## config.mk

```make
export PLATFORM = sky130hd
export DESIGN_NAME = clk_duty_meter
export DESIGN_NICKNAME = d
export VERILOG_FILES = /design/src/rtl/clk_meas_pkg.sv /design/src/rtl/clk_duty_meter_seq_divider.sv /design/src/rtl/clk_duty_meter.sv
export SDC_FILE = /design/constraint.sdc
export NUM_CORES = 1
export LEC_CHECK = 0
export CORE_MARGIN = 1
export CORE_UTILIZATION = 56
export CTS_BUF_LIST = sky130_fd_sc_hd__clkbuf_16
export DETAILED_ROUTE_END_ITERATION = 6
export PLACE_DENSITY = 0.8
export REMOVE_ABC_BUFFERS = 1
export SYNTH_ARGS = -nofsm -noshare
export SYNTH_HDL_FRONTEND = slang
export SYNTH_SLANG_ARGS = --single-unit
export TNS_END_PERCENT = 30
```

## constraint.sdc

```tcl
create_clock -name clk -period 3.2 [get_ports clk]
set_input_delay 0.48 -clock clk [delete_from_list [all_inputs] [get_ports clk]]
set_output_delay 0.48 -clock clk [all_outputs]
set_load 0.05 [all_outputs]
```

## src/rtl/clk_meas_pkg.sv

```systemverilog
// Shared definitions for the clock duty meter.
//   cdm_state_t : measurement FSM states
//   DUTY_SCALE  : scale factor of the duty result (percent)
//   DUTY_W      : width of the duty result
package clk_meas_pkg;

  typedef enum logic [1:0] {
    IDLE      = 2'd0,
    WAIT_RISE = 2'd1,
    MEAS_HIGH = 2'd2,
    MEAS_LOW  = 2'd3
  } cdm_state_t;

  localparam int DUTY_SCALE = 100;
  localparam int DUTY_W     = 7;

endpackage

```

## src/rtl/clk_duty_meter_seq_divider.sv

```systemverilog
// seq_divider: restoring divider, one quotient bit per clock.
//   start    : loads operands and (re)starts; a start during a division
//              abandons it and its result is never published
//   dividend : DIVIDEND_W-bit numerator
//   divisor  : DIVISOR_W-bit denominator (caller guarantees non-zero)
//   done     : one-cycle pulse, DIVIDEND_W cycles after start
//   quotient : result of the last completed division, holds until next done
module seq_divider #(
  parameter int DIVIDEND_W = 23,
  parameter int DIVISOR_W  = 16
) (
  input  logic                  clk,
  input  logic                  rst,
  input  logic                  start,
  input  logic [DIVIDEND_W-1:0] dividend,
  input  logic [DIVISOR_W-1:0]  divisor,
  output logic                  done,
  output logic [DIVIDEND_W-1:0] quotient
);

  localparam int STEP_W = $clog2(DIVIDEND_W + 1);

  logic [DIVISOR_W:0]    rem, rem_sh, diff, rem_nx;
  logic [DIVIDEND_W-1:0] quo, quo_nx;
  logic [DIVISOR_W-1:0]  dvs;
  logic [STEP_W-1:0]     steps;

  // Shift the next dividend bit into the partial remainder and try a
  // subtraction; the MSB of diff is the borrow (remainder < divisor).
  always_comb begin
    rem_sh = {rem[DIVISOR_W-1:0], quo[DIVIDEND_W-1]};
    diff   = rem_sh - {1'b0, dvs};
    rem_nx = diff[DIVISOR_W] ? rem_sh : diff;
    quo_nx = {quo[DIVIDEND_W-2:0], ~diff[DIVISOR_W]};
  end

  always_ff @(posedge clk or posedge rst) begin
    if (rst) begin
      rem      <= '0;
      quo      <= '0;
      dvs      <= '0;
      steps    <= '0;
      done     <= 1'b0;
      quotient <= '0;
    end else begin
      done <= 1'b0;
      if (start) begin
        rem   <= '0;
        quo   <= dividend;
        dvs   <= divisor;
        steps <= STEP_W'(DIVIDEND_W);
      end else if (steps != '0) begin
        rem   <= rem_nx;
        quo   <= quo_nx;
        steps <= steps - 1'b1;
        if (steps == STEP_W'(1)) begin
          done     <= 1'b1;
          quotient <= quo_nx;
        end
      end
    end
  end

endmodule

```

## src/rtl/clk_duty_meter.sv

```systemverilog
// clk_duty_meter: measures period and high time of an asynchronous signal
// in clk cycles, one result per input period, back-to-back.
// Optional feature macro: CDM_DUTY_PCT_EN (adds duty_pct/duty_valid and a
// sequential divider).
//   clk, rst   : sampling clock, asynchronous active-high reset
//   en         : measurement enable; low aborts and parks the FSM in IDLE
//   sig_in     : signal under measurement (asynchronous)
//   period_cnt : last period in clk cycles
//   high_cnt   : last high time in clk cycles
//   meas_valid : one-cycle pulse when period_cnt/high_cnt update
//   fsm_state  : current FSM state (debug)
//   overflow   : sticky, a period exceeded 2^CNT_W-1; cleared by a result
//   duty_pct   : floor(high*100/period), clamped to 100 (macro only)
//   duty_valid : one-cycle pulse when duty_pct updates (macro only)
// Handshake: meas_valid and duty_valid are single-cycle strobes with no
// back-pressure; the data they qualify holds until the next strobe.
module clk_duty_meter
  import clk_meas_pkg::*;
#(
  parameter int CNT_W       = 16,
  parameter int SYNC_STAGES = 2    // must be >= 2
) (
  input  logic             clk,
  input  logic             rst,
  input  logic             en,
  input  logic             sig_in,
  output logic [CNT_W-1:0] period_cnt,
  output logic [CNT_W-1:0] high_cnt,
  output logic             meas_valid,
  output cdm_state_t       fsm_state,
  output logic             overflow
`ifdef CDM_DUTY_PCT_EN
  ,
  output logic [DUTY_W-1:0] duty_pct,
  output logic              duty_valid
`endif
);

  localparam logic [CNT_W-1:0] CNT_MAX = '1;

  logic [SYNC_STAGES-1:0] sync;
  logic                   s, s_d, rise_q, fall_q;
  cdm_state_t             state;
  logic [CNT_W-1:0]       pcnt, hcnt;
  logic                   close;

  assign s         = sync[SYNC_STAGES-1];
  assign fsm_state = state;
  // A rise seen in MEAS_LOW closes the current period and publishes it.
  assign close     = en && (state == MEAS_LOW) && rise_q;

  // Edge flags are registered; this shifts every edge by the same cycle so
  // counts are unaffected, and keeps the FSM off the synchronizer output.
  always_ff @(posedge clk or posedge rst) begin
    if (rst) begin
      sync   <= '0;
      s_d    <= 1'b0;
      rise_q <= 1'b0;
      fall_q <= 1'b0;
    end else begin
      sync   <= {sync[SYNC_STAGES-2:0], sig_in};
      s_d    <= s;
      rise_q <= s & ~s_d;
      fall_q <= ~s & s_d;
    end
  end

  always_ff @(posedge clk or posedge rst) begin
    if (rst) begin
      state      <= IDLE;
      pcnt       <= '0;
      hcnt       <= '0;
      period_cnt <= '0;
      high_cnt   <= '0;
      meas_valid <= 1'b0;
      overflow   <= 1'b0;
    end else begin
      meas_valid <= 1'b0;
      if (!en) begin
        state <= IDLE;
        pcnt  <= '0;
        hcnt  <= '0;
      end else begin
        unique case (state)
          IDLE: state <= WAIT_RISE;
          WAIT_RISE: begin
            // Partial cycle in progress at enable is discarded.
            if (rise_q) begin
              state <= MEAS_HIGH;
              pcnt  <= CNT_W'(1);
              hcnt  <= CNT_W'(1);
            end
          end
          MEAS_HIGH: begin
            // Saturation outranks the fall: both paths increment pcnt.
            if (pcnt == CNT_MAX) begin
              overflow <= 1'b1;
              state    <= WAIT_RISE;
              pcnt     <= '0;
              hcnt     <= '0;
            end else if (fall_q) begin
              state <= MEAS_LOW;
              pcnt  <= pcnt + 1'b1;
            end else begin
              pcnt <= pcnt + 1'b1;
              hcnt <= hcnt + 1'b1;
            end
          end
          MEAS_LOW: begin
            // The closing rise does not increment, so it cannot overflow.
            if (rise_q) begin
              period_cnt <= pcnt;
              high_cnt   <= hcnt;
              meas_valid <= 1'b1;
              overflow   <= 1'b0;
              state      <= MEAS_HIGH;
              pcnt       <= CNT_W'(1);
              hcnt       <= CNT_W'(1);
            end else if (pcnt == CNT_MAX) begin
              overflow <= 1'b1;
              state    <= WAIT_RISE;
              pcnt     <= '0;
              hcnt     <= '0;
            end else begin
              pcnt <= pcnt + 1'b1;
            end
          end
          default: state <= IDLE;
        endcase
      end
    end
  end

`ifdef CDM_DUTY_PCT_EN
  localparam int DIV_W = CNT_W + DUTY_W;

  logic [DIV_W-1:0] div_q;

  // Started from the same condition that latches the result, with the raw
  // counters as operands, so duty_valid lands exactly DIV_W cycles after
  // meas_valid.
  seq_divider #(
    .DIVIDEND_W(DIV_W),
    .DIVISOR_W (CNT_W)
  ) u_div (
    .clk     (clk),
    .rst     (rst),
    .start   (close),
    .dividend(DIV_W'(hcnt) * DIV_W'(DUTY_SCALE)),
    .divisor (pcnt),
    .done    (duty_valid),
    .quotient(div_q)
  );

  assign duty_pct = (div_q > DIV_W'(DUTY_SCALE)) ? DUTY_W'(DUTY_SCALE)
                                                 : div_q[DUTY_W-1:0];
`endif

endmodule

```

==> results_dict.tcl, run 1 <==
set metrics [dict create \
    postSynth.asyncResetShare_pct 100.0 \
    grt_pass1_vias 2592 \
    rsz0062_at_grt "false" \
    p_clk_share_pct 38.6 \
    vias_per_cell 5.911 \
    synth_top_family_by_area "simple AND/OR/NAND/NOR gates" \
    internal-power_w 0.001845 \
    dieArea_um2 6430 \
    initial_utilization_pct 57.82 \
    portBuffers 39 \
    slowest_delay_ns 0.55 \
    reg2reg_slack_ns 0.73 \
    use_met2_pct 38.38 \
    synth_fa_ha_area_share_pct 2.193 \
    avgSynthCellArea_um2 10.53 \
    slew_headroom_pct 52.71 \
    synth_edf_count 0 \
    fin_setup_tns_ns 0 \
    syn_inst 325 \
    synth_top_flop_cell "dfrtp_1" \
    post-cts-setup-buffer-count 0 \
    start_kind "flop" \
    total_power_w 0.002638 \
    grt_max_degree 30 \
    maxSlewViolCount 0 \
    p_leak_nw 1.869 \
    reg2reg_from "fsm_state[0]" \
    required_ns 3.45 \
    diodes 0 \
    ys.warnings.count 0 \
    place_inst 435 \
    num-nets-final 381 \
    worstSkewPairLatency_ns 0.33 \
    overflow 0 \
    clockBufferDepth 2 \
    swShare_pct 30.04 \
    die_x_um 80.19 \
    synth_compound_area_share_pct 11.15 \
    routed_wl_um 7023 \
    drt_iter0_markers 199 \
    tightest_slew_ns 0.7020 \
    max_freq_mhz 404.1 \
    cp_slowest_cell "or4_4" \
    ir_drop_uv 532.8 \
    period_needed_ns 2.475 \
    reg2reg_to "hcnt[15]" \
    layoutNonFillerInstCount 451 \
    cp.arrival_ns 2.72 \
    reg2reg_depth 7 \
    fin_crit_sh_pct 77.33 \
    path_max_fanout 9 \
    combPwrFrac_pct 22.9 \
    synth_xor_area_share_pct 2.303 \
    yosys.area_share.simple_pct 17.58 \
    status "finished clean" \
    dr.pass1.iters 4 \
    cts-buffers-inserted 9 \
    ys_ff_latch 73 \
    grt_use_total_pct 24.96 \
    ff_latch_area_um2 1827 \
    ys_seq_area_share_pct 53.36 \
    drc 0 \
    grt_pass1_wl_um 12100 \
    crit_chain "inv_1, ha_1, inv_2, or4_4, or3_1, or3_1, o21ai_1" \
    netlist_area_um2 3423 \
    htree_num_levels 3 \
    drive_above_1_share_pct 14.36 \
    cts_sinks 73 \
    busiest_layer "met2" \
    grt_use_met3_pct 5.000 \
    fillers 419 \
    multi_input_area_um2 1483 \
    gp_congestion 0.8800 \
    syn_to_final_growth_pct 23.06 \
    seq_power_share_pct 38.4 \
    chipHeight_um 80.19 \
    place_hpwl_um 4784 \
    cts.clk_slew.worst_paths_ns 0.05 \
    ant_nets 0 \
    holdBufCountCts 0 \
    synth_cell_types 48 \
    ioPinCount 40 \
    layout_common_cells "dfrtp_1 (73), clkdlybuf4s50_1 (39), nand2_1 (29), o21ai_0 (28), mux2_2 (28)" \
    p_sw_w 0.0007924 \
    rows 28 \
    synth_mux_area_share_pct 10.09 \
    hold_start "sync[0]" \
    path_class "reg2reg" \
    setup_viol 0 \
    core_area_um2 5921 \
    crit_path_end_kind "flop" \
    min_delay_path_depth 0 \
    holdPathEnd "sync[1]" \
    powerDensity_nw_per_um2 626.2 \
    worstHoldPathType "reg2reg" \
    post_cts_resized 0 \
    tritoncts "yes" \
    final_common_cell "dfrtp_1" \
    vias 2666 \
    final_hold_viol_count 0 \
    antenna_found_initial 0 \
    grt.met1_usage_pct 34.16 \
    wl_per_cell_um 15.57 \
    crit_path_frequent_cell "or3_1" \
    clockRootBuffer "clkbuf_16" \
    skew_ns 0.004859 \
    maxCapViolations 0 \
]
-- critical path, delay by kind of cell, from the launching register on --
family                     cells  cell delay [ns]
AOI/OAI and AO/OA              1             0.09
adders and majority gates      1             0.26
and+or+nand+nor                3             1.40
buffers and inverters          2             0.21
DFF                            1             0.44
-- cells in the mapped netlist, types with 5 or more instances --
library cell	number	share of area, %
dfrtp_1	73	53
nand2_1	29	3.2
mux2_2	28	9.2
o21ai_0	28	4.1
nor2_1	23	2.5
nand3_1	18	2.6
inv_1	12	1.3
a21oi_1	9	1.3
nand4_1	9	1.6
xor2_1	9	2.3
or3_1	7	1.3
ha_1	6	2.2
nor3_1	6	0.88
buf_2	5	0.73
clkbuf_1	5	0.55
nor2b_1	5	0.91
o21ai_1	5	0.73
-- flip-flops by register name (all words and copies together), names as in the netlist --
name / cells
rise_q: 1
fall_q: 1
pcnt: 16
period_cnt: 16
hcnt: 16
sync: 2
fsm_state: 2
meas_valid: 1
s_d: 1
overflow: 1
high_cnt: 16
-- how the worst max path moves through the flow --
stage / startpoint / end / slack, ns / depth (start not counted)
finish: fsm_state[0] / hcnt[15] / 0.73 / 7
global route: fsm_state[0] / hcnt[9] / 0.58 / 8
CTS: fsm_state[0] / hcnt[15] / 0.72 / 7
detailed placement: en / hcnt[11] / 0.43 / 6
global placement: en / hcnt[13] / 0.48 / 6
floorplan: fsm_state[0] / hcnt[8] / 0.38 / 7
-- per-layer routing --
metal | vias to the layer above | part of all wire [%] | wire [um]
met5 | - | 0 | 0
met4 | 0 | 2.0 | 142
met3 | 14 | 5.0 | 351
met2 | 96 | 47 | 3299
met1 | 1294 | 46 | 3230
li1 | 1262 | - | -
-- cells by family (layout without fill, tap and decap cells) --
logic type	Yosys count	in the layout
compound gates	63	63
buf+inv	26	77
simple gates	117	117
xor+xnor	9	9
mux	31	31
flops	73	73
fa+ha+maj	6	6
-- power groups by stage --
| stage | Sequential, W | Clock (W) | Combinational, W |
|---|---|---|---|
| floorplan | 0.00109 | 0 | 0.000347 |
| global placement | 0.00103 | 0 | 0.000572 |
| detailed placement | 0.00103 | 0 | 0.000592 |
| CTS | 0.00101 | 0.00103 | 0.000603 |
| global route | 0.00102 | 0.00108 | 0.000676 |
| finish | 0.00101 | 0.00102 | 0.000605 |
-- metrics by stage --
stage	hold WS [ns]	setup slack, ns	instance area [um^2]	utilization, %
after detailed placement	0.3536	0.4301	3909	66.02
after CTS	0.3711	0.7187	4213	71.15
after global placement	0.3415	0.4847	3909	66.02
final	0.3628	0.7254	4213	71.15
after global routing	0.3723	0.5844	4213	71.15
after floorplan	0.3312	0.3768	3364	-
-- layout make-up --
class | count | area share [%]
Tap cell | 75 | 2.228
Inverter | 14 | 1.307
Timing Repair Buffer | 47 | 10.69
Sequential cell | 73 | 43.36
Multi-Input combinational cell | 226 | 35.19
Clock inverter | 7 | 1.871
Clock buffer | 9 | 5.346
Power figures use the tool's default switching activity.
==> run 2: changes to the inputs <==
--- a/config.mk
+++ b/config.mk
@@ -6,10 +6,10 @@
 export NUM_CORES = 1
 export LEC_CHECK = 0
 export CORE_MARGIN = 1
-export CORE_UTILIZATION = 56
+export CORE_UTILIZATION = 50
 export CTS_BUF_LIST = sky130_fd_sc_hd__clkbuf_16
 export DETAILED_ROUTE_END_ITERATION = 6
-export PLACE_DENSITY = 0.8
+export PLACE_DENSITY = 0.75
 export REMOVE_ABC_BUFFERS = 1
 export SYNTH_ARGS = -nofsm -noshare
 export SYNTH_HDL_FRONTEND = slang
==> constraint.sdc (replaced) <==
create_clock -name clk -period 2.1 [get_ports clk]
set_input_delay 0.315 -clock clk [delete_from_list [all_inputs] [get_ports clk]]
set_output_delay 0.315 -clock clk [all_outputs]
set_load 0.05 [all_outputs]
==> results_dict.tcl, run 2 (same netlist as run 1, synthesis figures left out) <==
set metrics [dict create \
    status "finished with violations" \
    violations "design-rule violations, negative setup slack" \
    worstSkewPairLatency_ns 0.33 \
    clockRootBuffer "clkbuf_16" \
    syn_to_final_growth_pct 34.39 \
    crit_start "fsm_state[0]" \
    place_hpwl_um 4794 \
    grt_max_degree 74 \
    die_x_um 84.75 \
    reg2reg_to "hcnt[15]" \
    wl_per_cell_um 15.76 \
    drt_iter0_markers 153 \
    powerDensity_nw_per_um2 976.7 \
    dieArea_um2 7182 \
    ir_drop_uv 894.1 \
    p_clk_share_pct 35.4 \
    place_area_um2 4101 \
    place_inst 459 \
    max_freq_mhz 466.0 \
    holdBufCountCts 0 \
    dr.pass1.iters 7 \
    chipHeight_um 84.75 \
    diodes 0 \
    reg2reg_depth 7 \
    layout_common_cells "dfrtp_1 (72), clkdlybuf4s50_1 (38), buf_4 (34), nand2_1 (28), mux2_2 (28)" \
    vias 2816 \
    tritoncts "yes" \
    reg2reg_slack_ns -0.05 \
    vias_per_cell 5.818 \
    antenna_found_initial 0 \
    fin_ws_ns -0.04579 \
    seq_power_share_pct 34.2 \
    initial_utilization_pct 52.71 \
    grt_pass1_vias 2700 \
    path_max_fanout 7 \
    rsz0062_at_grt "true" \
    grt_use_total_pct 22.26 \
    swShare_pct 30.48 \
    skew_ns 0.005180 \
    required_ns 2.36 \
    clockBufferDepth 2 \
    start_kind "flop" \
    p_sw_w 0.001370 \
    routed_wl_um 7626 \
    tightest_slew_ns 0.4979 \
    gp_congestion 0.7780 \
    rows 29 \
    final_hold_viol_count 0 \
    worstHoldPathType "reg2reg" \
    setup_viol 4 \
    fin_crit_sh_pct 102.2 \
    slew_headroom_pct 66.70 \
    overflow 0 \
    ioPinCount 40 \
    cts.clk_slew.worst_paths_ns 0.06 \
    period_needed_ns 2.146 \
    maxCapViolations 0 \
    final_common_cell "dfrtp_1" \
    cts_sinks 73 \
    crit_path_end_kind "flop" \
    layoutNonFillerInstCount 484 \
    drive_above_1_share_pct 26.29 \
    grt_pass1_wl_um 12490 \
    cts-buffers-inserted 9 \
    cp.arrival_ns 2.41 \
    design_area_um2 4601 \
    htree_num_levels 3 \
    maxSlewViolCount 0 \
    ant_nets 0 \
    reg2reg_from "fsm_state[0]" \
    drc 4 \
    worstSetupEndpoint "hcnt[15]" \
    portBuffers 39 \
    combPwrFrac_pct 30.4 \
    internal-power_w 0.003124 \
    p_leak_nw 2.059 \
    num-nets-final 413 \
    path_class "reg2reg" \
    core_area_um2 6495 \
]
## run 2: cell count changes in the layout (fill, tap and decap cells not counted), moves of 3 or more
| cell | before | now |
|---|---|---|
| buf_4 | 8 | 34 |
| buf_6 | 0 | 3 |
| ha_1 | 6 | 3 |
| inv_1 | 14 | 10 |
| o21ai_0 | 28 | 25 |
## run 2: final cells by class
class / count / area (um^2)
clock buffer: 9 / 225.2
clock inverter: 6 / 83.83
fill: 479 / 1894
inverter: 14 / 55.05
multi-input combinational: 226 / 1585
sequential: 73 / 1828
tap: 77 / 96.34
timing repair buffer: 79 / 726.9
## run 2: metrics by stage
stage	hold slack [ns]	setup WS, ns	TNS, ns	total power [W]	util (%)
floorplan	0.3312	-0.7232	-31.29	0.002192	-
global placement	0.3356	-0.2386	-1.770	0.002598	63.15
detailed placement	0.3397	-0.3186	-2.553	0.002632	63.15
CTS	0.3518	-0.05270	-0.06193	0.004259	68.43
global route	0.3531	-0.1137	-0.8149	0.004685	70.83
finish	0.3496	-0.04579	-0.1372	0.004494	70.83
## run 2: metal layers
layer / global-route usage (%) / up-vias / share of wire, %
met2: 35.18 / 81 / 49
li1: - / 1324 / -
met5: 0 / - / 0
met1: 29.59 / 1396 / 45
met4: 10.48 / 0 / 1.7
met3: 4.621 / 15 / 4.2
## run 2: power groups by stage
stage                     combinational [W]  sequential (W)  clock (W)
after detailed placement            0.00108         0.00155          0
after global routing                0.00146         0.00155    0.00168
after floorplan                    0.000528         0.00166          0
after global placement              0.00105         0.00155          0
after CTS                           0.00113         0.00153    0.00160
final                               0.00136         0.00154    0.00159
## run 2: what timing repair did
item | CTS | global route
setup endpoints to repair | 9 | 27
gates cloned | 0 | 2
pin swaps | 3 | 12
buffers inserted | 3 | 5
resized for setup | 3 | 30
## run 2: how the worst min path moves through the flow
stage,startpoint,endpoint,slack [ns],depth (start not counted)
after floorplan,sync[0],sync[1],0.33,0
after global placement,sync[0],sync[1],0.34,0
after detailed placement,sync[0],sync[1],0.34,0
after CTS,sync[0],sync[1],0.35,0
after global routing,sync[0],sync[1],0.35,0
final,sync[0],sync[1],0.35,0
## run 2: worst max-delay path, stage by stage, from the launching register on
cell and delay [ns]:
dfrtp_1 0.43, inv_2 0.11, ha_4 0.13, inv_2 0.03, or4_4 0.51, or3_4 0.45
or3_4 0.35, o21ai_2 0.06
